$ cat config.mk
export PLATFORM = sky130hd
export DESIGN_NAME = fifo_rd_packer
export DESIGN_NICKNAME = d
export VERILOG_FILES = /design/src/rtl/fifo_rd_packer.sv
export SDC_FILE = /design/constraint.sdc
export NUM_CORES = 1
export LEC_CHECK = 0
export CORE_ASPECT_RATIO = 1.4
export CORE_MARGIN = 4
export CORE_UTILIZATION = 35
export CTS_BUF_LIST = sky130_fd_sc_hd__clkbuf_16
export CTS_CLUSTER_SIZE = 28
export DETAILED_ROUTE_END_ITERATION = 16
export SYNTH_ARGS = -nofsm -noshare
export SYNTH_HDL_FRONTEND = slang
export SYNTH_SLANG_ARGS = --single-unit
export TNS_END_PERCENT = 20
$ cat constraint.sdc
create_clock -name rclk -period 2.07 [get_ports rclk]
set_input_delay 0.414 -clock rclk [delete_from_list [all_inputs] [get_ports rclk]]
set_output_delay 0.414 -clock rclk [all_outputs]
set_load 0.01 [all_outputs]
$ cat src/rtl/fifo_rd_packer.sv
// Read-side packer for the async FIFO: pops DSIZE-bit entries and packs LANES of them
// into one wide word on a valid/ready output; a flush emits a partial word with a keep mask.
module fifo_rd_packer #(
    parameter int DSIZE = 8,
    parameter int LANES = 4,
    parameter int CW    = 2
) (
    input  logic                   rclk,
    input  logic                   rrst_n,
    input  logic                   rempty,
    input  logic [DSIZE-1:0]       rdata,
    output logic                   rinc,
    input  logic                   flush,
    output logic [DSIZE*LANES-1:0] out_data,
    output logic [LANES-1:0]       out_keep,
    output logic                   out_last,
    output logic                   out_valid,
    input  logic                   out_ready,
    output logic                   busy
);

    localparam int AW = DSIZE * (LANES - 1);
    localparam logic [CW-1:0] CNT_TOP = CW'(LANES - 1);

    logic [AW-1:0]          r_acc;
    logic [CW-1:0]          r_cnt;
    logic                   r_flush_pend;
    logic [DSIZE*LANES-1:0] r_out_data;
    logic [LANES-1:0]       r_out_keep;
    logic                   r_out_last;
    logic                   r_out_valid;

    logic                   w_out_free;
    logic                   w_cnt_top;
    logic                   w_pop;
    logic                   w_full_load;
    logic                   w_flush_emit;
    logic [LANES-1:0]       w_keep_part;

    assign w_out_free   = !r_out_valid || out_ready;
    assign w_cnt_top    = (r_cnt == CNT_TOP);
    // Gating with rrst_n keeps the pop strobe quiet for the whole reset window.
    assign w_pop        = rrst_n && !rempty && !r_flush_pend && !(w_cnt_top && !w_out_free);
    assign w_full_load  = w_pop && w_cnt_top;
    assign w_flush_emit = r_flush_pend && w_out_free && (r_cnt != '0);
    assign w_keep_part  = LANES'((1 << r_cnt) - 1);

    assign rinc      = w_pop;
    assign out_data  = r_out_data;
    assign out_keep  = r_out_keep;
    assign out_last  = r_out_last;
    assign out_valid = r_out_valid;
    assign busy      = (r_cnt != '0) || r_out_valid || r_flush_pend;

    always_ff @(posedge rclk or negedge rrst_n) begin
        if (!rrst_n) begin
            r_acc <= '0;
            r_cnt <= '0;
        end else if (w_full_load || w_flush_emit) begin
            r_acc <= '0;
            r_cnt <= '0;
        end else if (w_pop) begin
            r_acc[r_cnt*DSIZE +: DSIZE] <= rdata;
            r_cnt                       <= r_cnt + CW'(1);
        end
    end

    // A load in the same cycle as a handshake replaces the word, so no bubble is needed.
    always_ff @(posedge rclk or negedge rrst_n) begin
        if (!rrst_n) begin
            r_out_data  <= '0;
            r_out_keep  <= '0;
            r_out_last  <= 1'b0;
            r_out_valid <= 1'b0;
        end else if (w_full_load) begin
            r_out_data  <= {rdata, r_acc};
            r_out_keep  <= '1;
            r_out_last  <= 1'b0;
            r_out_valid <= 1'b1;
        end else if (w_flush_emit) begin
            r_out_data  <= {{DSIZE{1'b0}}, r_acc};
            r_out_keep  <= w_keep_part;
            r_out_last  <= 1'b1;
            r_out_valid <= 1'b1;
        end else if (r_out_valid && out_ready) begin
            r_out_valid <= 1'b0;
        end
    end

    always_ff @(posedge rclk or negedge rrst_n) begin
        if (!rrst_n) begin
            r_flush_pend <= 1'b0;
        end else if (r_flush_pend) begin
            if (w_out_free) begin
                r_flush_pend <= 1'b0;
            end
        end else if (flush) begin
            r_flush_pend <= 1'b1;
        end
    end

endmodule
* Word-level counts from Yosys, hierarchy flattened
Cells that the tools add are included.
** Storage, ports and cells
- Output and inout port bits :: 40
- Bits in registers :: 65
- Input bits :: 13
- Word-level logic and storage cells :: 52
** Operators by class
- Reduce and logical (&&, ||, !) cells :: 21
- Muxes and demuxes :: 17
- Eq/ne operators :: 1
- Shift-type cells :: 3
- Add/sub/neg operators :: 3
** Operators with widths (number)
- two-way mux 32 bit :: 2
- two-way mux 24 bit :: 2
- negation 5 -> 34 bit :: 1
- variable shift 8 x 34 -> 24 bit (first input constant) :: 1
- indexed part select 8 x 34 -> 24 bit :: 1
- bitwise mux 24 bit :: 1
- logical AND 1 bit :: 8
- two-way mux 1 bit :: 8
- two-way mux 4 bit :: 2
- nonzero test 2 bit :: 3
- logical NOT 1 bit :: 5
- logical OR 1 bit :: 4
- two-way mux 2 bit :: 2
- << shifter 1 x 2 -> 4 bit (first input constant) :: 1
- subtractor 4 x 2 -> 4 bit (second input constant) :: 1
- nonzero test 3 bit :: 1
- adder 2 x 1 -> 2 bit (second input constant) :: 1
- equality test 2 bit (second input constant) :: 1

* Logic depth before layout (Yosys ltp)
Gate-level depths: netlist of run 1.
- Depth in word-level cells :: 9
- Gate-level depth with buffers :: 8
- Depth with buffers taken out :: 6

* Worst setup path after synthesis of run 1
No wires, ideal clock.
- Path kind :: reg2reg
- From :: reg r_cnt[0]
- To :: reg r_out_data[10], in the netlist out_data[10]
- Data required time :: 1.945 ns
- Arrival :: 1.880 ns
- Stages on the path, launching flop included :: 8
- Clock period less this slack :: 2.006 ns
- Library setup time :: 0.125 ns
- Setup slack :: 0.064 ns
- Cell sequence :: dfrtp_1 > inv_1 > ha_1 > nor3b_4 > or2_1 > buf_6 > buf_8 > mux2_4
** On the way
- Word-level cells in the longest chain between the ends :: 6
- Elaborated cells on any way between the ends :: 9
- Those cells by class :: eq/ne: 1; mux: 1; reduce/logical: 7
** RTL lines
- from (decl) :: RTL line 26 : logic [CW-1:0] r_cnt;
- from (signal assigned) :: RTL line 64 : r_cnt <= r_cnt + CW'(1);
- equality test 2 bit :: RTL line 41 : assign w_cnt_top = (r_cnt == CNT_TOP);
- logical AND 1 bit :: RTL line 43 : assign w_pop = rrst_n && !rempty && !r_flush_pend && !(w_cnt_top && !w_out_free);
- logical NOT 1 bit :: RTL line 43
- logical AND 1 bit :: RTL line 43
- logical AND 1 bit :: RTL line 44 : assign w_full_load = w_pop && w_cnt_top;
- two-way mux 32 bit / nonzero test 2 bit (equally long branches)
- to (signal assigned) :: RTL line 76 : r_out_data <= {rdata, r_acc};
- to (signal assigned) :: RTL line 81 : r_out_data <= {{DSIZE{1'b0}}, r_acc};
- to (decl) :: RTL line 28 : logic [DSIZE*LANES-1:0] r_out_data;
Parallel ways exist; a longest one is shown, timed or not.
A chain may end at the register's enable or synchronous reset.

* Worst setup path in the final report of run 1
- From :: reg r_cnt[1]
- To :: out busy
** On the way
- Word-level cells in the longest chain between the ends :: 3
** RTL lines
- nonzero test 2 bit :: RTL line 53 : assign busy = (r_cnt != '0) || r_out_valid || r_flush_pend;
- logical OR 1 bit (2 in series) :: RTL line 53
- to (decl) :: RTL line 19 : output logic busy
No other way between the ends.

==> run metrics, run 1 <==
unrepaired setup endpoints after global routing=false; post-DR wirelength/cell=15.67 µm; ys flop type=dfrtp_1; CTS Buf Count=9; dominant cells by area after synthesis=dfrtp_1 (57%), mux2_4 (11%), nand2_1 (3.6%); Die W=84.22 µm; cell area power density=1139 nW/µm²; All-Layer GR Usage=13.76%; Worst VDD drop=0.7108 mV; residual DRC count=0; Vias per Instance=4.782; Syn Area/Cell=12.60 µm²; clock network power share=32.1%; Pint=3137 µW; Max Fanout on Critical Path=4; Crit. End Element=output pin; design area=3869 µm²; Switch Pwr=1271 µW; cell breakdown of the critical path=inv_1 -> ha_2 -> or3b_2 -> buf_2; Crit-path slowest cell=or3b_2; cell count after synthesis=226; vias in the first global route=1912; clock slew at reported path FFs=0.05 ns; clk sinks=65; Core ar.=7845 µm²; Vert. Die Dim=114.7 µm; yosys warns=0; CTS tree=yes; Logic pwr share=30.6%; non-filler cells, final=403; Die Area=9660 µm²; Initial Util=36.28%; Worst path top cell family by delay=simple AND/OR/NAND/NOR gates; critical path arrival=1.59 ns; Netlist cell types=35; synthesis-to-finish area growth=35.91%; Levels on crit path=4; fin nets=318; share of cells above drive strength 1=21.78%; skew final=0.006846 ns; Skew-Pair Late Insertion Delay=0.33 ns; count of final setup violators=0; worst path bufs/invs=2; Root Driver=clkbuf_16; syn_nets=245; vias=1927; crit start category=flip-flop; drt first-iter violations=128; MaxCap Viol Count=0; TritonRoute pass-1 iters=4; Synth top cells by count=dfrtp_1 (65), nand2_1 (27), mux2_4 (20); post-synthesis sequential area ratio=57.14%; Buffers on Ports=52; classification of the worst setup path=reg2out; first-pass GRT wire length=10.32 mm; Hold-fix buffers, CTS=0; IO Pins=53; GPL Wtd Cong=0.8108; row count=38; initial antenna violation count=0; top-count cell post-synth=dfrtp_1; WL final=6.316 mm; worst stage delay on the critical path=0.44 ns; synthesized flop and latch total=65; Post-synth EDFFs=0; worst-margin pin slew=0.8093 ns; share of the synthesized area in the top cell type=57.14%; status=finished, final reports clean; H-tree levels=3; pin count of the biggest net entering global routing=66; placed insts=388; final max-slew violation count=0; Slew Limit Headroom=46.05%; Synth async-reset ratio=100.0%; maximum root-to-sink buffer count=2; Flop pwr share=37.3%; leak pwr=0.001853 µW; Hold Crit Class=in2async; switch share=28.84%; gr ovfl total=0; CP required=1.66 ns; cell area after synthesis=2846 µm²; f_max=0.4998 GHz; Tcrit/Tclk final=96.65%; antenna-violating nets left=0; post-route minimum period=2.001 ns; post-detailed-placement cell area=3592 µm²; Final Hold Violating Endpoints=0; antenna cells=0; Final HPWL DP=4.459 mm; Synth area leader=dfrtp_1; R2R cell count=7
==> metrics by stage <==
| step | total power, µW | setup slack [ns] | TNS (ns) | utilization, % | hold slack [ns] |
|---|---|---|---|---|---|
| after floorplan | 2403 | 0.06440 | 0 | - | 0.1184 |
| after global placement | 3012 | -0.1624 | -1.468 | 45.79 | 0.4628 |
| after detailed placement | 3031 | -0.1697 | -1.937 | 45.79 | 0.4729 |
| after CTS | 4465 | 0.05379 | 0 | 49.31 | 0.3840 |
| after global routing | 4650 | 0.001051 | 0 | 49.31 | 0.4469 |
| final | 4408 | 0.06938 | 0 | 49.31 | 0.3404 |
==> cells by family (layout without fill, tap and decap cells) <==
logic type	count (synthesis)	count (layout)	share of synthesized area, %
buffers and inverters	12	89	3.033
adders and majority gates	6	6	2.637
DFF	65	65	57.14
xor gates and xnor gates	1	1	0.3077
and+or+nand+nor	79	79	14.86
muxes	33	33	15.34
AOI/OAI and AO/OA	30	30	6.682
==> per-layer routing <==
metal / share of wire (%) / routed length [µm] / GRT usage [%] / vias up
li1: - / - / - / 929
met5: 0 / 0 / 0 / -
met1: 44 / 2754 / 17.51 / 956
met2: 52 / 3273 / 22.87 / 36
met3: 3.3 / 206 / 3.672 / 6
met4: 1.3 / 81 / 4.399 / 0
==> placed cells by master, fill, tap and decap left out, drive strengths merged, types with 5 or more instances in the layout <==
| cell | instances |
|---|---|
| nand3 | 11 |
| a21oi | 10 |
| nor2 | 17 |
| clkdlybuf4s50 | 49 |
| mux2i | 8 |
| inv | 5 |
| dfrtp | 65 |
| buf | 21 |
| nand2 | 27 |
| ha | 6 |
| mux2 | 25 |
| o21ai | 8 |
| a22oi | 5 |
| and2 | 8 |
| clkbuf | 9 |
==> power by group through the flow <==
stage | Combinational, µW | Clock [µW] | Sequential [µW]
5_1_grt | 1470 | 1510 | 1680
2_1_floorplan | 703 | 0 | 1700
6_report | 1350 | 1420 | 1640
4_1_cts | 1370 | 1450 | 1650
3_5_place_dp | 1370 | 0 | 1660
3_3_place_gp | 1350 | 0 | 1660
==> sequential cells by signal, summed over array words and instances (netlist names) <==
name          cells
out_data         32
r_flush_pend      1
out_valid         1
r_acc            24
out_last          1
r_cnt             2
out_keep          4
==> area by class of cell <==
type | count | area, µm²
flip-flops and latches | 65 | 1627
well taps | 100 | 125.1
inverters | 3 | 11.26
clock inverters | 6 | 52.55
fillers | 713 | 3976
repair buffers | 71 | 689.4
multi-input cells | 149 | 1139
clock buffers | 9 | 225.2
==> path summary, 6_finish.rpt <==
check,startpoint,to,slack [ns]
setup / recovery,r_cnt[1]$_DFFE_PN0P_,busy,0.07
hold / removal,rrst_n,out_data[9]$_DFFE_PN0N_,0.34
setup reg to reg,r_cnt[0]$_DFFE_PN0P_,out_data[0]$_DFFE_PN0N_,0.14
hold reg to reg,out_keep[3]$_DFFE_PN0N_,out_keep[3]$_DFFE_PN0N_,0.48
max in group asynchronous,rrst_n,out_data[24]$_DFFE_PN0N_,1.18
min in group rclk,out_keep[3]$_DFFE_PN0N_,out_keep[3]$_DFFE_PN0N_,0.48
==> what timing repair did <==
item | CTS | global route
setup buffers | 0 | 0
setup endpoints to repair | 2 | 0
resized for setup | 7 | 0
hold endpoints to repair | 0 | 0
Note: power is estimated with default switching activity, not from simulation.
==> run 2: changes to the inputs <==
--- a/config.mk
+++ b/config.mk
@@ -11,6 +11,7 @@
 export CTS_BUF_LIST = sky130_fd_sc_hd__clkbuf_16
 export CTS_CLUSTER_SIZE = 28
 export DETAILED_ROUTE_END_ITERATION = 16
+export SLEW_MARGIN = 10
 export SYNTH_ARGS = -nofsm -noshare
 export SYNTH_HDL_FRONTEND = slang
 export SYNTH_SLANG_ARGS = --single-unit
==> results of run 2 <==
Same layout as run 1: the final DEF is identical, and so are final timing and power.
